[src/rtl/fadd_norm_round.sv]
`default_nettype none
// ============================================================================
// Module      : fadd_norm_round
// Description : Two-stage normalize (S1) and round/pack (S2) stage behind the
//               fadd adder datapath. Produces an IEEE-754 result and RISC-V
//               fflags {NV,DZ,OF,UF,NX} through a valid/ready handshake.
// Revision    : 1.0 - initial release
// ============================================================================
module fadd_norm_round #(
    parameter int N = 32,
    localparam int E = (N == 64) ? 11 : 8,
    localparam int F = (N == 64) ? 52 : 23
) (
    input  logic         clk,
    input  logic         rst_n,
    input  logic         flush,
    input  logic         in_valid,
    output logic         in_ready,
    input  logic         in_sign,
    input  logic [E-1:0] in_exp,
    input  logic [F+3:0] in_sum,
    input  logic         in_sticky,
    input  logic         in_sub,
    input  logic [2:0]   in_frm,
    input  logic         in_special,
    input  logic [N-1:0] in_special_val,
    input  logic [4:0]   in_special_flags,
    output logic         out_valid,
    input  logic         out_ready,
    output logic [N-1:0] out_result,
    output logic [4:0]   out_fflags
);

    // Normalize window: hidden bit, fraction, guard and round bits.
    localparam int W  = F + 3;
    localparam int LW = $clog2(W + 1);

    localparam logic [E:0] c_EXP_MAX = {1'b0, {E{1'b1}}};
    localparam logic [2:0] c_RTZ     = 3'b001;
    localparam logic [2:0] c_RDN     = 3'b010;
    localparam logic [2:0] c_RUP     = 3'b011;
    localparam logic [2:0] c_RMM     = 3'b100;

    // ------------------------------------------------------------------
    // Handshake
    // ------------------------------------------------------------------
    logic r_s1_valid;
    logic r_s2_valid;
    logic w_s2_adv;
    logic w_s1_adv;
    logic w_in_fire;

    assign w_s2_adv  = !r_s2_valid || out_ready;
    assign w_s1_adv  = !r_s1_valid || w_s2_adv;
    assign in_ready  = w_s1_adv;
    assign w_in_fire = in_valid && w_s1_adv;
    assign out_valid = r_s2_valid;

    // Pipeline valid bits; flush overrides every transfer.
    always_ff @(posedge clk or negedge rst_n) begin
        if (!rst_n) begin
            r_s1_valid <= 1'b0;
            r_s2_valid <= 1'b0;
        end else if (flush) begin
            r_s1_valid <= 1'b0;
            r_s2_valid <= 1'b0;
        end else begin
            if (w_s1_adv) r_s1_valid <= in_valid;
            if (w_s2_adv) r_s2_valid <= r_s1_valid;
        end
    end

    // ------------------------------------------------------------------
    // S1: normalize
    // ------------------------------------------------------------------
    logic [W-1:0]  w_norm_in;
    logic [LW-1:0] w_lzc;
    logic [E:0]    w_exp_eff;
    logic [E:0]    w_shift_lim;
    logic [E:0]    w_lzc_ext;
    logic [E:0]    w_shift;
    logic [W-1:0]  w_shifted;

    assign w_norm_in = in_sum[F+2:0];

    // Leading-zero count over the normalize window; the highest set bit wins.
    always_comb begin
        w_lzc = LW'(W);
        for (int i = 0; i < W; i++) begin
            if (w_norm_in[i]) w_lzc = LW'(W - 1 - i);
        end
    end

    // A zero exponent field denotes a denormal whose effective exponent is 1.
    assign w_exp_eff   = (in_exp == '0) ? (E+1)'(1) : {1'b0, in_exp};
    assign w_shift_lim = w_exp_eff - (E+1)'(1);
    assign w_lzc_ext   = (E+1)'(w_lzc);
    assign w_shift     = (w_lzc_ext < w_shift_lim) ? w_lzc_ext : w_shift_lim;
    assign w_shifted   = w_norm_in << w_shift;

    logic         w_n_sign;
    logic [E:0]   w_n_exp;
    logic [F:0]   w_n_mant;
    logic         w_n_g;
    logic         w_n_rs;

    // Select carry right-shift or clamped left-shift, and fix exact-zero sign.
    always_comb begin
        w_n_sign = in_sign;
        w_n_exp  = '0;
        w_n_mant = '0;
        w_n_g    = 1'b0;
        w_n_rs   = 1'b0;
        if (in_sum[F+3]) begin
            w_n_mant = in_sum[F+3:3];
            w_n_g    = in_sum[2];
            w_n_rs   = in_sum[1] | in_sum[0] | in_sticky;
            w_n_exp  = w_exp_eff + (E+1)'(1);
        end else begin
            w_n_mant = w_shifted[W-1:2];
            w_n_g    = w_shifted[1];
            w_n_rs   = w_shifted[0] | in_sticky;
            w_n_exp  = w_shifted[W-1] ? (w_exp_eff - w_shift) : '0;
        end
        if ((in_sum == '0) && !in_sticky && in_sub) begin
            w_n_sign = (in_frm == c_RDN);
        end
    end

    logic         r_s1_sign;
    logic [E:0]   r_s1_exp;
    logic [F:0]   r_s1_mant;
    logic         r_s1_g;
    logic         r_s1_rs;
    logic [2:0]   r_s1_frm;
    logic         r_s1_special;
    logic [N-1:0] r_s1_special_val;
    logic [4:0]   r_s1_special_flags;

    // S1 payload register, loaded on every accepted input.
    always_ff @(posedge clk or negedge rst_n) begin
        if (!rst_n) begin
            r_s1_sign          <= 1'b0;
            r_s1_exp           <= '0;
            r_s1_mant          <= '0;
            r_s1_g             <= 1'b0;
            r_s1_rs            <= 1'b0;
            r_s1_frm           <= '0;
            r_s1_special       <= 1'b0;
            r_s1_special_val   <= '0;
            r_s1_special_flags <= '0;
        end else if (w_in_fire && !flush) begin
            r_s1_sign          <= w_n_sign;
            r_s1_exp           <= w_n_exp;
            r_s1_mant          <= w_n_mant;
            r_s1_g             <= w_n_g;
            r_s1_rs            <= w_n_rs;
            r_s1_frm           <= in_frm;
            r_s1_special       <= in_special;
            r_s1_special_val   <= in_special_val;
            r_s1_special_flags <= in_special_flags;
        end
    end

    // ------------------------------------------------------------------
    // S2: round and pack
    // ------------------------------------------------------------------
    logic         w_inexact;
    logic         w_inc;
    logic         w_ovf_inf;
    logic [F+1:0] w_mant_inc;
    logic         w_den_up;
    logic [E:0]   w_exp_rnd;
    logic         w_ovf;
    logic         w_tiny;
    logic [N-1:0] w_result;
    logic [4:0]   w_fflags;

    // Rounding increment and overflow direction per rounding mode.
    always_comb begin
        w_inexact = r_s1_g | r_s1_rs;
        w_inc     = r_s1_g & (r_s1_rs | r_s1_mant[0]);
        w_ovf_inf = 1'b1;
        case (r_s1_frm)
            c_RTZ: begin
                w_inc     = 1'b0;
                w_ovf_inf = 1'b0;
            end
            c_RDN: begin
                w_inc     = r_s1_sign & w_inexact;
                w_ovf_inf = r_s1_sign;
            end
            c_RUP: begin
                w_inc     = !r_s1_sign & w_inexact;
                w_ovf_inf = !r_s1_sign;
            end
            c_RMM: w_inc = r_s1_g;
            default: ;
        endcase
    end

    assign w_mant_inc = {1'b0, r_s1_mant} + {{(F+1){1'b0}}, w_inc};
    // A denormal that rounds into the hidden bit becomes the smallest normal.
    assign w_den_up   = (r_s1_exp == '0) && w_mant_inc[F];
    assign w_exp_rnd  = r_s1_exp + {{E{1'b0}}, w_mant_inc[F+1]} + {{E{1'b0}}, w_den_up};
    assign w_ovf      = (w_exp_rnd >= c_EXP_MAX);
    assign w_tiny     = (r_s1_exp == '0);

    // Pack the final result: special bypass, overflow saturation or normal.
    always_comb begin
        w_result = {r_s1_sign, w_exp_rnd[E-1:0], w_mant_inc[F-1:0]};
        w_fflags = {3'b000, w_tiny & w_inexact, w_inexact};
        if (r_s1_special) begin
            w_result = r_s1_special_val;
            w_fflags = r_s1_special_flags;
        end else if (w_ovf) begin
            w_fflags = 5'b00101;
            if (w_ovf_inf) w_result = {r_s1_sign, {E{1'b1}}, {F{1'b0}}};
            else           w_result = {r_s1_sign, {(E-1){1'b1}}, 1'b0, {F{1'b1}}};
        end
    end

    logic [N-1:0] r_out_result;
    logic [4:0]   r_out_fflags;

    // Output register; holds while the consumer stalls.
    always_ff @(posedge clk or negedge rst_n) begin
        if (!rst_n) begin
            r_out_result <= '0;
            r_out_fflags <= '0;
        end else if (w_s2_adv && r_s1_valid && !flush) begin
            r_out_result <= w_result;
            r_out_fflags <= w_fflags;
        end
    end

    assign out_result = r_out_result;
    assign out_fflags = r_out_fflags;

endmodule
`default_nettype wire

[config.mk]
export PLATFORM = sky130hd
export DESIGN_NAME = fadd_norm_round
export DESIGN_NICKNAME = d
export VERILOG_FILES = /design/src/rtl/fadd_norm_round.sv
export SDC_FILE = /design/constraint.sdc
export NUM_CORES = 1
export LEC_CHECK = 0
export CAP_MARGIN = 20
export CELL_PAD_IN_SITES_DETAIL_PLACEMENT = 0
export CELL_PAD_IN_SITES_GLOBAL_PLACEMENT = 1
export CORE_ASPECT_RATIO = 0.5
export CORE_MARGIN = 8
export CORE_UTILIZATION = 23
export DETAILED_ROUTE_END_ITERATION = 8
export PLACE_DENSITY = 0.48
export SETUP_SLACK_MARGIN = 0.05
export SLEW_MARGIN = 20
export SYNTH_ARGS = -nofsm -noshare
export SYNTH_HDL_FRONTEND = slang
export SYNTH_SLANG_ARGS = --single-unit
[constraint.sdc]
create_clock -name clk -period 4.7 [get_ports clk]
set_clock_uncertainty 0.1 [all_clocks]
set_input_delay 0.47 -clock clk [delete_from_list [all_inputs] [get_ports clk]]
set_output_delay 0.47 -clock clk [all_outputs]
set_load 0.02 [all_outputs]
==> impl_metrics.yaml, run 1 <==
setup_path:
  critPathKind: "reg2reg"
  reg2reg_from: "r_s1_frm[1]"
  critPathLaunchType: "register"
  crit_family: "simple AND/OR/NAND/NOR gates"
  crit_slowest_cell: "dfrtp_2"
  critPathCaptureType: "register"
  critPathRequiredTime_ps: 4940
  critPathArrivalTime_ps: 4960
  rrSetupSlack_ps: -20
  r2r_end: "out_result[1]"
  critPathMaxStageDelay_ps: 410
  rr_worst_depth: 25
  critPathMaxFanout: 5
  cpMostUsedCell: "a21oi_2"
  crit_buf_inv: 2
sta:
  timing.final.ws_setup_ps: -17.33
  max_slew_margin_pct: 29.93
  max_freq_ghz: 0.2120
  finalCriticalPeriod_ps: 4717
  timing_hold_violations_final: 0
  rsz0062_at_grt: "yes"
  setup_violations: 2
  drv_slew: 0
  worst_slew_pin_slew_ps: 1048
  period_share_pct: 100.4
global_route:
  use_met2_pct: 25.50
  overflow: 0
  grt_pass1_vias: 8909
  grt_pass1_wl_um: 54130
  met1_usage_pct: 23.25
  antenna_found_initial: 0
  grt_util_met3_pct: 1.558
  globalRouteTotalUtil_pct: 16.01
  grt_max_degree: 65
  busiest_layer: "met2"
pwr:
  powerDensity_mw_per_mm2: 331.6
  p_total_mw: 4.268
  power.leakage_nw: 5.674
  peakVddDrop_mv: 0.2511
die:
  die_area_mm2: 0.04311
  row_count: 49
  coreArea_mm2: 0.03587
  die_height_um: 150.9
  ioPinCount: 123
  initial_utilization_pct: 23.33
  die_x_um: 285.8
final_layout:
  antennaDiodeCount: 0
  areaGrowthSynthToFinish_pct: 53.81
  final_cell_mix: "204 x buf_4, 194 x nand2_1, 115 x dfrtp_1"
  drive_above_1_share_pct: 27.74
  layout_commonest_cell: "buf_4"
  fin_util_pct: 35.89
  final_cells: 1825
  nets: 1430
detailed_routing:
  via_per_inst: 4.839
  drc: 0
  wl_um: 35730
  initialDrtViolationCount: 510
  vias: 8832
  ant_nets: 0
  drt_first_pass_iters: 5
  wl_per_cell_um: 19.58
min_path:
  min-delay-start: "r_s1_special_val[14]"
  min_path_type: "reg2reg"
  hold_depth: 2
  hold_end: "r_s1_special_val[14]"
synth:
  yosys_warnings: 0
  synth_area_mm2: 0.008368
  ys.flop_type: "dfrtp_1"
  synth-seq-cells: 116
  syn-instance-count: 1051
  async_reset_ff_share_pct: 100.0
  synth_cell_types: 80
  syn_avg_cell_area_um2: 7.962
  synth-edff-count: 0
  seq_area_frac_synth_pct: 34.69
clocking:
  clk_latency_ps: 420
  cts_tree: "built"
  clk_path_buf_depth: 2
  htreeDepth: 4
  root_buffer: "clkbuf_16"
  path_clk_slew_ps: 50
  cts_sinks: 116
  numCtsBuffers: 17
placement:
  port-buffer-count: 122
  placed_cells: 1766
  routabilityCongestion: 0.8642
  dp_hpwl_um: 27680
run_status:
  run_status: "finished with violations"
  failed_checks: "negative setup slack"
run:
  maxCapViolCount: 0
==> Yosys cell counts, drive strengths merged, types with 11 or more instances <==
library cell  count  share of area (%)
a211oi           13                1.2
a21oi            77                4.7
a221oi           13                1.5
and3             16                1.2
buf              20                1.6
clkbuf           66                3.0
dfrtp           116                 35
ha               15                2.2
inv              29                1.3
mux2i            39                5.0
nand2           197                8.8
nand3            28                1.7
nor2             79                3.5
nor2b            11               0.82
nor3             25                1.6
o21ai            93                5.6
o31ai            14                1.7
xnor2            24                2.5
xor2             19                2.0
==> cell families after synthesis <==
group | count (synthesis) | synth area share, %
AOI/OAI and AO/OA | 294 | 23.10
DFF | 116 | 34.69
other | 1 | 0.04481
and+or+nand+nor | 417 | 22.88
muxes | 48 | 6.220
adders and majority gates | 17 | 2.721
xor gates and xnor gates | 43 | 4.501
buffers and inverters | 115 | 5.846
==> timing repair <==
| item | CTS | global route |
|---|---|---|
| hold endpoints to repair | 35 | 0 |
| pin swaps | 21 | 44 |
| endpoints found under the setup margin | 35 | 54 |
| setup buffers | 15 | 12 |
| hold buffers | 1 | 0 |
| gates cloned | 0 | 1 |
| gates resized for setup | 63 | 100 |
==> state kept, by name, summed over array words and instances (netlist names) <==
signal,flops
r_s1_special,1
out_valid,1
r_s1_special_val,32
r_s1_mant,24
out_result,32
r_s1_special_flags,5
r_s1_exp,9
r_s1_rs,1
r_s1_valid,1
out_fflags,5
r_s1_frm,3
r_s1_g,1
r_s1_sign,1
==> how the worst max path moves through the flow <==
stage | from | end | slack, ps | cells after the start
floorplan | in_exp[2] | r_s1_exp[8] | -210 | 26
global placement | in_sum[1] | r_s1_mant[2] | -530 | 22
detailed placement | in_sum[1] | r_s1_mant[2] | -560 | 23
CTS | r_s1_frm[1] | out_result[21] | 10 | 23
global route | r_s1_frm[1] | out_result[0] | -270 | 26
finish | r_s1_frm[1] | out_result[1] | -20 | 25
==> layout make-up <==
class                      instances  area, um2
tap                              484      605.6
timing repair buffer             343       3042
multi-input combinational        822       5578
sequential                       116       2904
fill                            3750      22990
clock inverter                    10      180.2
clock buffer                      21      450.4
inverter                          29      111.4
==> through the flow <==
step	setup TNS, ps	area [um2]	hold slack [ps]	setup slack, ps
after floorplan	-464.9	8552	74.41	-211.5
after global placement	-14490	11480	355.6	-526.5
after detailed placement	-15470	11480	357.6	-560.2
after CTS	0	12440	372.0	9.572
after global routing	-4557	12870	387.8	-272.6
final	-32.02	12870	373.7	-17.33
==> worst register-to-register path: stages, from the launching register on <==
cell	delay, ps
dfrtp_2	410
nor2b_4	210
xnor2_4	140
nor2_4	50
a21oi_2	100
ha_2	200
and3_4	200
nand3_4	80
nor3_4	140
nand4_1	160
nand2b_4	190
or3_1	360
a21oi_2	160
fa_2	280
ha_4	190
nand3_2	100
xor2_2	170
o31a_1	300
or2_4	290
nor3_4	180
buf_6	150
buf_6	130
a21oi_2	40
nor2_2	110
a21oi_2	50
o21ai_1	150
==> power breakdown <==
| group | switching, mW | internal (mW) |
|---|---|---|
| logic | 0.785 | 0.713 |
| clock network | 0.472 | 0.948 |
| registers | 0.170 | 1.18 |
==> metal layers <==
metal  wire, um  share of wire, %  up-vias
met3       1223               3.4       29
met2      16210                45      197
li1           -                 -     4292
met1      17870                50     4314
met5          0                 0        -
met4        425               1.2        0
Power figures use the tool's default switching activity.
==> inputs of run 2 (changes only) <==
Settings changed: MAX_ROUTING_LAYER set to met4, TNS_END_PERCENT set to 30.
==> run 2 against run 1 <==
The run now ends clean; flip-flop and latch count unchanged; non-clock buffer count down 15; core utilization down 0.76 points; die area unchanged; register-to-register slack better by 97 ps; wire length down 0.28%; critical path type is now in2reg; largest cell class unchanged.
==> impl_metrics.yaml, run 2 (synthesized netlist as in run 1, its figures left out) <==
run_status:
  run_status: "completed"
final_layout:
  antennaDiodeCount: 0
  nets: 1415
  areaGrowthSynthToFinish_pct: 50.55
  num-fill-cells: 3712
  finalInstanceArea_mm2: 0.01260
  drive_above_1_share_pct: 26.59
  final_cells: 1808
  layout_commonest_cell: "nand2_1"
  final_cell_mix: "195 x nand2_1, 194 x buf_4, 121 x clkdlybuf4s50_1"
setup_path:
  critPathArrivalTime_ps: 4800
  critPathMaxFanout: 3
  cpMostUsedCell: "a21o_1"
  critPathMaxStageDelay_ps: 470
  crit_slowest_cell: "clkdlybuf4s50_1"
  critPathLaunchType: "input port"
  critPathRequiredTime_ps: 4880
  critPathCaptureType: "register"
  critPathKind: "in2reg"
pwr:
  power.switching_mw: 1.391
  clockPowerShare_pct: 31.8
  swShare_pct: 33.69
  p_int_mw: 2.738
  powerDensity_mw_per_mm2: 327.7
  p_seq_share_pct: 32.5
  peakVddDrop_mv: 0.2581
  comb_power_share_pct: 35.7
  power.leakage_nw: 5.429
sta:
  max_slew_margin_pct: 28.84
  drv_slew: 0
  hold-worst-slack_ps: 369.8
  rsz0062_at_grt: "yes"
  worst_slew_pin_slew_ps: 1064
  max_freq_ghz: 0.2161
  timing_hold_violations_final: 0
  finalCriticalPeriod_ps: 4628
  setup_violations: 0
  timing.final.ws_setup_ps: 71.66
  period_share_pct: 98.48
placement:
  routabilityCongestion: 0.8557
  pre_cts_slack_ps: -616.1
  port-buffer-count: 122
  placed_cells: 1761
  dp_hpwl_um: 27520
  placedInstanceArea_mm2: 0.01144
clocking:
  clk_path_buf_depth: 2
  cts_tree: "built"
  numCtsBuffers: 17
  cts_sinks: 116
  clk_latency_ps: 420
  path_clk_slew_ps: 60
  root_buffer: "clkbuf_16"
  htreeDepth: 4
die:
  ioPinCount: 123
  row_count: 49
  initial_utilization_pct: 23.33
  die_x_um: 285.8
  coreArea_mm2: 0.03587
  die_area_mm2: 0.04311
  die_height_um: 150.9
detailed_routing:
  route.met3.wl_um: 1205
  routed.top_layer: "met4"
  drc: 0
  ant_nets: 0
  wl_met2_um: 15930
  wl_um: 35630
  initialDrtViolationCount: 624
  via_per_inst: 4.808
  vias: 8692
  drt_first_pass_iters: 5
  wl_per_cell_um: 19.71
  wl_met1_um: 18060
run:
  maxCapViolCount: 0
min_path:
  min_path_type: "reg2reg"
global_route:
  globalRouteTotalUtil_pct: 16.74
  grt_max_degree: 76
  overflow: 0
  antenna_found_initial: 0
  grt_pass1_wl_um: 54920
  grt_pass1_vias: 8825
run 2: changes by cell type in the layout (fill, tap and decap cells not counted), moves of 4 or more:
cell,previous run,this run
a211oi_1,3,7
a211oi_2,9,3
buf_4,204,194
clkdlybuf4s50_1,101,121
dlygate4sd2_1,7,0
dlymetal6s2s_1,13,0
mux2i_1,34,29
mux2i_2,2,6
run 2: repair_timing:
item / in CTS / in global routing
hold endpoints to repair: 27 / 0
gates cloned: 1 / 1
hold buffers: 1 / 0
endpoints found under the setup margin: 39 / 58
pin swaps: 13 / 23
setup buffers: 14 / 1
gates resized for setup: 47 / 82
run 2: critical path: cells and delay by family:
kind,cells,cell delay [ps]
AOI/OAI and AO/OA,11,1780
xor gates and xnor gates,2,370
adders and majority gates,3,630
buffers and inverters,3,620
and+or+nand+nor,6,930
run 2: metal layers:
metal,track usage [%],up-vias
met4,3.828,0
met1,23.91,4248
met5,-,-
met2,25.26,168
li1,-,4250
met3,1.827,26
run 2: area by class of cell:
| cell class | count | area (um2) | area share [%] |
|---|---|---|---|
| clock inverters | 5 | 100.1 | 0.7945 |
| clock buffers | 24 | 481.7 | 3.824 |
| flip-flops and latches | 116 | 2903 | 23.04 |
| multi-input cells | 822 | 5532 | 43.91 |
| repair buffers | 328 | 2865 | 22.74 |
| inverters | 29 | 111.4 | 0.8839 |
| well taps | 484 | 605.6 | 4.807 |
run 2: path summary, 6_finish.rpt:
check	start	to	slack [ps]	depth (start not counted)
worst max-delay path	in_exp[3]	r_s1_exp[7]	70	25
worst min-delay path	r_s1_special_val[22]	r_s1_special_val[22]	370	2
worst max register to register	r_s1_frm[0]	out_result[22]	80	24
worst min register to register	r_s1_special_val[22]	r_s1_special_val[22]	370	2
max in group asynchronous	rst_n	out_result[17]	2960	3
min in group asynchronous	rst_n	r_s1_mant[21]	430	2
run 2: stage by stage:
| stage | TNS (ps) | power, mW | utilization, % |
|---|---|---|---|
| after floorplan | -909.8 | 2.014 | - |
| after global placement | -15910 | 2.727 | 31.90 |
| after detailed placement | -16320 | 2.731 | 31.90 |
| after CTS | 0 | 4.100 | 34.23 |
| after global routing | -3479 | 4.357 | 35.13 |
| final | 0 | 4.128 | 35.13 |
run 2: power by group through the flow:
| stage | clock (mW) | sequential [mW] | combinational [mW] |
|---|---|---|---|
| 6_report | 1.31 | 1.34 | 1.47 |
| 5_1_grt | 1.39 | 1.37 | 1.60 |
| 4_1_cts | 1.35 | 1.34 | 1.42 |
| 3_5_place_dp | 0 | 1.35 | 1.38 |
| 3_3_place_gp | 0 | 1.35 | 1.38 |
| 2_1_floorplan | 0 | 1.41 | 0.608 |
==> inputs of run 3 (changes only) <==
Settings changed: CORE_MARGIN 8 to 4.
==> run 3 against run 2 <==
The flow now finishes with violations (negative setup slack); critical path depth rose by 10; setup slack got worse by 230 ps; count of clock-buffer cells in the layout fell by 4; via count rose by 1.1%; design area rose by 2.7%; critical endpoint is now out_result[10]; clock power rose by 13%; global-route usage rose by 1.7 points; non-clock buffer count rose by 27.
==> impl_metrics.yaml, run 3 (synthesized netlist as in run 1, its figures left out) <==
run_status:
  run_status: "finished with violations"
  failed_checks: "negative setup slack"
min_path:
  hold_depth: 2
  min_path_type: "reg2reg"
  min-delay-start: "r_s1_special_val[5]"
clocking:
  htreeDepth: 4
  root_buffer: "clkbuf_16"
  numCtsBuffers: 17
  clk_latency_ps: 420
  path_clk_slew_ps: 60
  cts_sinks: 116
  cts_tree: "built"
  clk_path_buf_depth: 2
final_layout:
  drive_above_1_share_pct: 29.25
  antennaDiodeCount: 0
  layout_commonest_cell: "buf_4"
  final_cell_mix: "221 x buf_4, 195 x nand2_1, 120 x clkdlybuf4s50_1"
  num-fill-cells: 3734
  areaGrowthSynthToFinish_pct: 54.58
  finalInstanceArea_mm2: 0.01293
  nets: 1442
setup_path:
  critPathMaxFanout: 5
  crit_buf_inv: 28
  critPathLaunchType: "register"
  crit_cells: 35
  rr_worst_depth: 35
  crit_family: "buffers and inverters"
  cpMostUsedCell: "buf_4"
  setup.worst_path.start: "r_s1_frm[1]"
  critPathRequiredTime_ps: 4880
  critPathArrivalTime_ps: 5040
  critPathKind: "reg2reg"
  critPathMaxStageDelay_ps: 420
  reg2reg_from: "r_s1_frm[1]"
  crit_slowest_cell: "dfrtp_2"
  critPathCaptureType: "register"
global_route:
  antenna_found_initial: 0
  grt_pass1_vias: 8912
  grt_pass1_wl_um: 55140
  globalRouteTotalUtil_pct: 18.47
  grt_max_degree: 76
  overflow: 0
pwr:
  p_int_mw: 2.928
  power.leakage_nw: 5.605
  power.switching_mw: 1.470
  p_total_mw: 4.398
  p_seq_share_pct: 30.7
  powerDensity_mw_per_mm2: 340.0
  clockPowerShare_pct: 33.6
  comb_power_share_pct: 35.8
  peakVddDrop_mv: 0.2574
  swShare_pct: 33.43
placement:
  pre_cts_slack_ps: -697.2
  placedInstanceArea_mm2: 0.01145
  port-buffer-count: 122
  dp_hpwl_um: 27440
  routabilityCongestion: 0.8986
sta:
  period_share_pct: 103.4
  rsz0062_at_grt: "yes"
  drv_slew: 0
  worst_slew_pin_slew_ps: 933.8
  setup-tns-final_ps: -1520
  timing_hold_violations_final: 0
  max_freq_ghz: 0.2058
  setup_violations: 21
  max_slew_margin_pct: 37.75
  timing.final.ws_setup_ps: -159.9
  finalCriticalPeriod_ps: 4860
  hold-worst-slack_ps: 374.2
detailed_routing:
  initialDrtViolationCount: 560
  wl_um: 35850
  drt_first_pass_iters: 5
  ant_nets: 0
  wl_per_cell_um: 19.51
  via_per_inst: 4.779
  drc: 0
  vias: 8784
die:
  row_count: 49
  die_x_um: 277.8
  die_area_mm2: 0.03968
  initial_utilization_pct: 23.29
  die_height_um: 142.9
  coreArea_mm2: 0.03593
  ioPinCount: 123
run:
  maxCapViolCount: 0
run 3: cell types whose count changed in the layout (fill, tap and decap cells not counted), sizes merged:
cell,previous run,this run
clkinvlp,0,4
clkdlybuf4s50,121,120
bufinv,3,5
dlymetal6s2s,0,1
inv,29,30
buf,206,233
clkbuf,24,20
run 3: worst paths after layout:
| kind | slack [ps] | endpoint |
|---|---|---|
| setup / recovery | -160 | out_result[10] |
| hold / removal | 370 | r_s1_special_val[5] |
| setup reg to reg | -160 | out_result[10] |
| hold reg to reg | 370 | r_s1_special_val[5] |
| max in group asynchronous | 2960 | r_s1_special |
| min in group asynchronous | 440 | r_s1_special_val[14] |
run 3: through the flow:
stage | util [%] | std cells
global route | 36.00 | 1838
finish | 36.00 | 1838
detailed placement | 31.87 | 1764
global placement | 31.87 | 1764
floorplan | - | 1052
CTS | 35.05 | 1831
run 3: final cells by class:
class / instances / area (um2) / area share [%]
multi-input combinational: 822 / 5582 / 43.15
tap: 484 / 605.6 / 4.682
timing repair buffer: 355 / 3065 / 23.70
sequential: 116 / 2905 / 22.46
inverter: 29 / 111.4 / 0.8609
clock buffer: 20 / 466.7 / 3.608
clock inverter: 12 / 198.9 / 1.538
run 3: timing repair:
item | in CTS | in global routing
endpoints found under the setup margin | 43 | 61
hold endpoints to repair | 28 | 0
pin swaps | 16 | 27
cloned | 1 | 1
resized for setup | 75 | 74
buffers inserted | 33 | 7
hold buffers | 1 | 0
run 3: worst reg2reg max path: cells and delay by family (launching register included):
| kind | cells | cell delay (ps) |
|---|---|---|
| buf+inv | 28 | 3440 |
| simple gates | 3 | 420 |
| flops | 1 | 420 |
| compound gates | 3 | 230 |
| xor+xnor | 1 | 140 |
run 3: metal layers:
layer	vias to the layer above	share of wire [%]	track usage, %	routed length, um
met1	4315	51	26.42	18130
met5	-	0	-	0
met2	151	45	28.60	16150
li1	4301	-	-	-
met3	17	3.5	2.516	1258
met4	0	0.89	2.557	320
run 3: power groups by stage:
stage | registers [mW] | clock network (mW) | logic, mW
5_1_grt | 1.37 | 1.56 | 1.71
6_report | 1.35 | 1.48 | 1.57
3_3_place_gp | 1.35 | 0 | 1.39
4_1_cts | 1.34 | 1.51 | 1.51
2_1_floorplan | 1.41 | 0 | 0.608
3_5_place_dp | 1.35 | 0 | 1.39
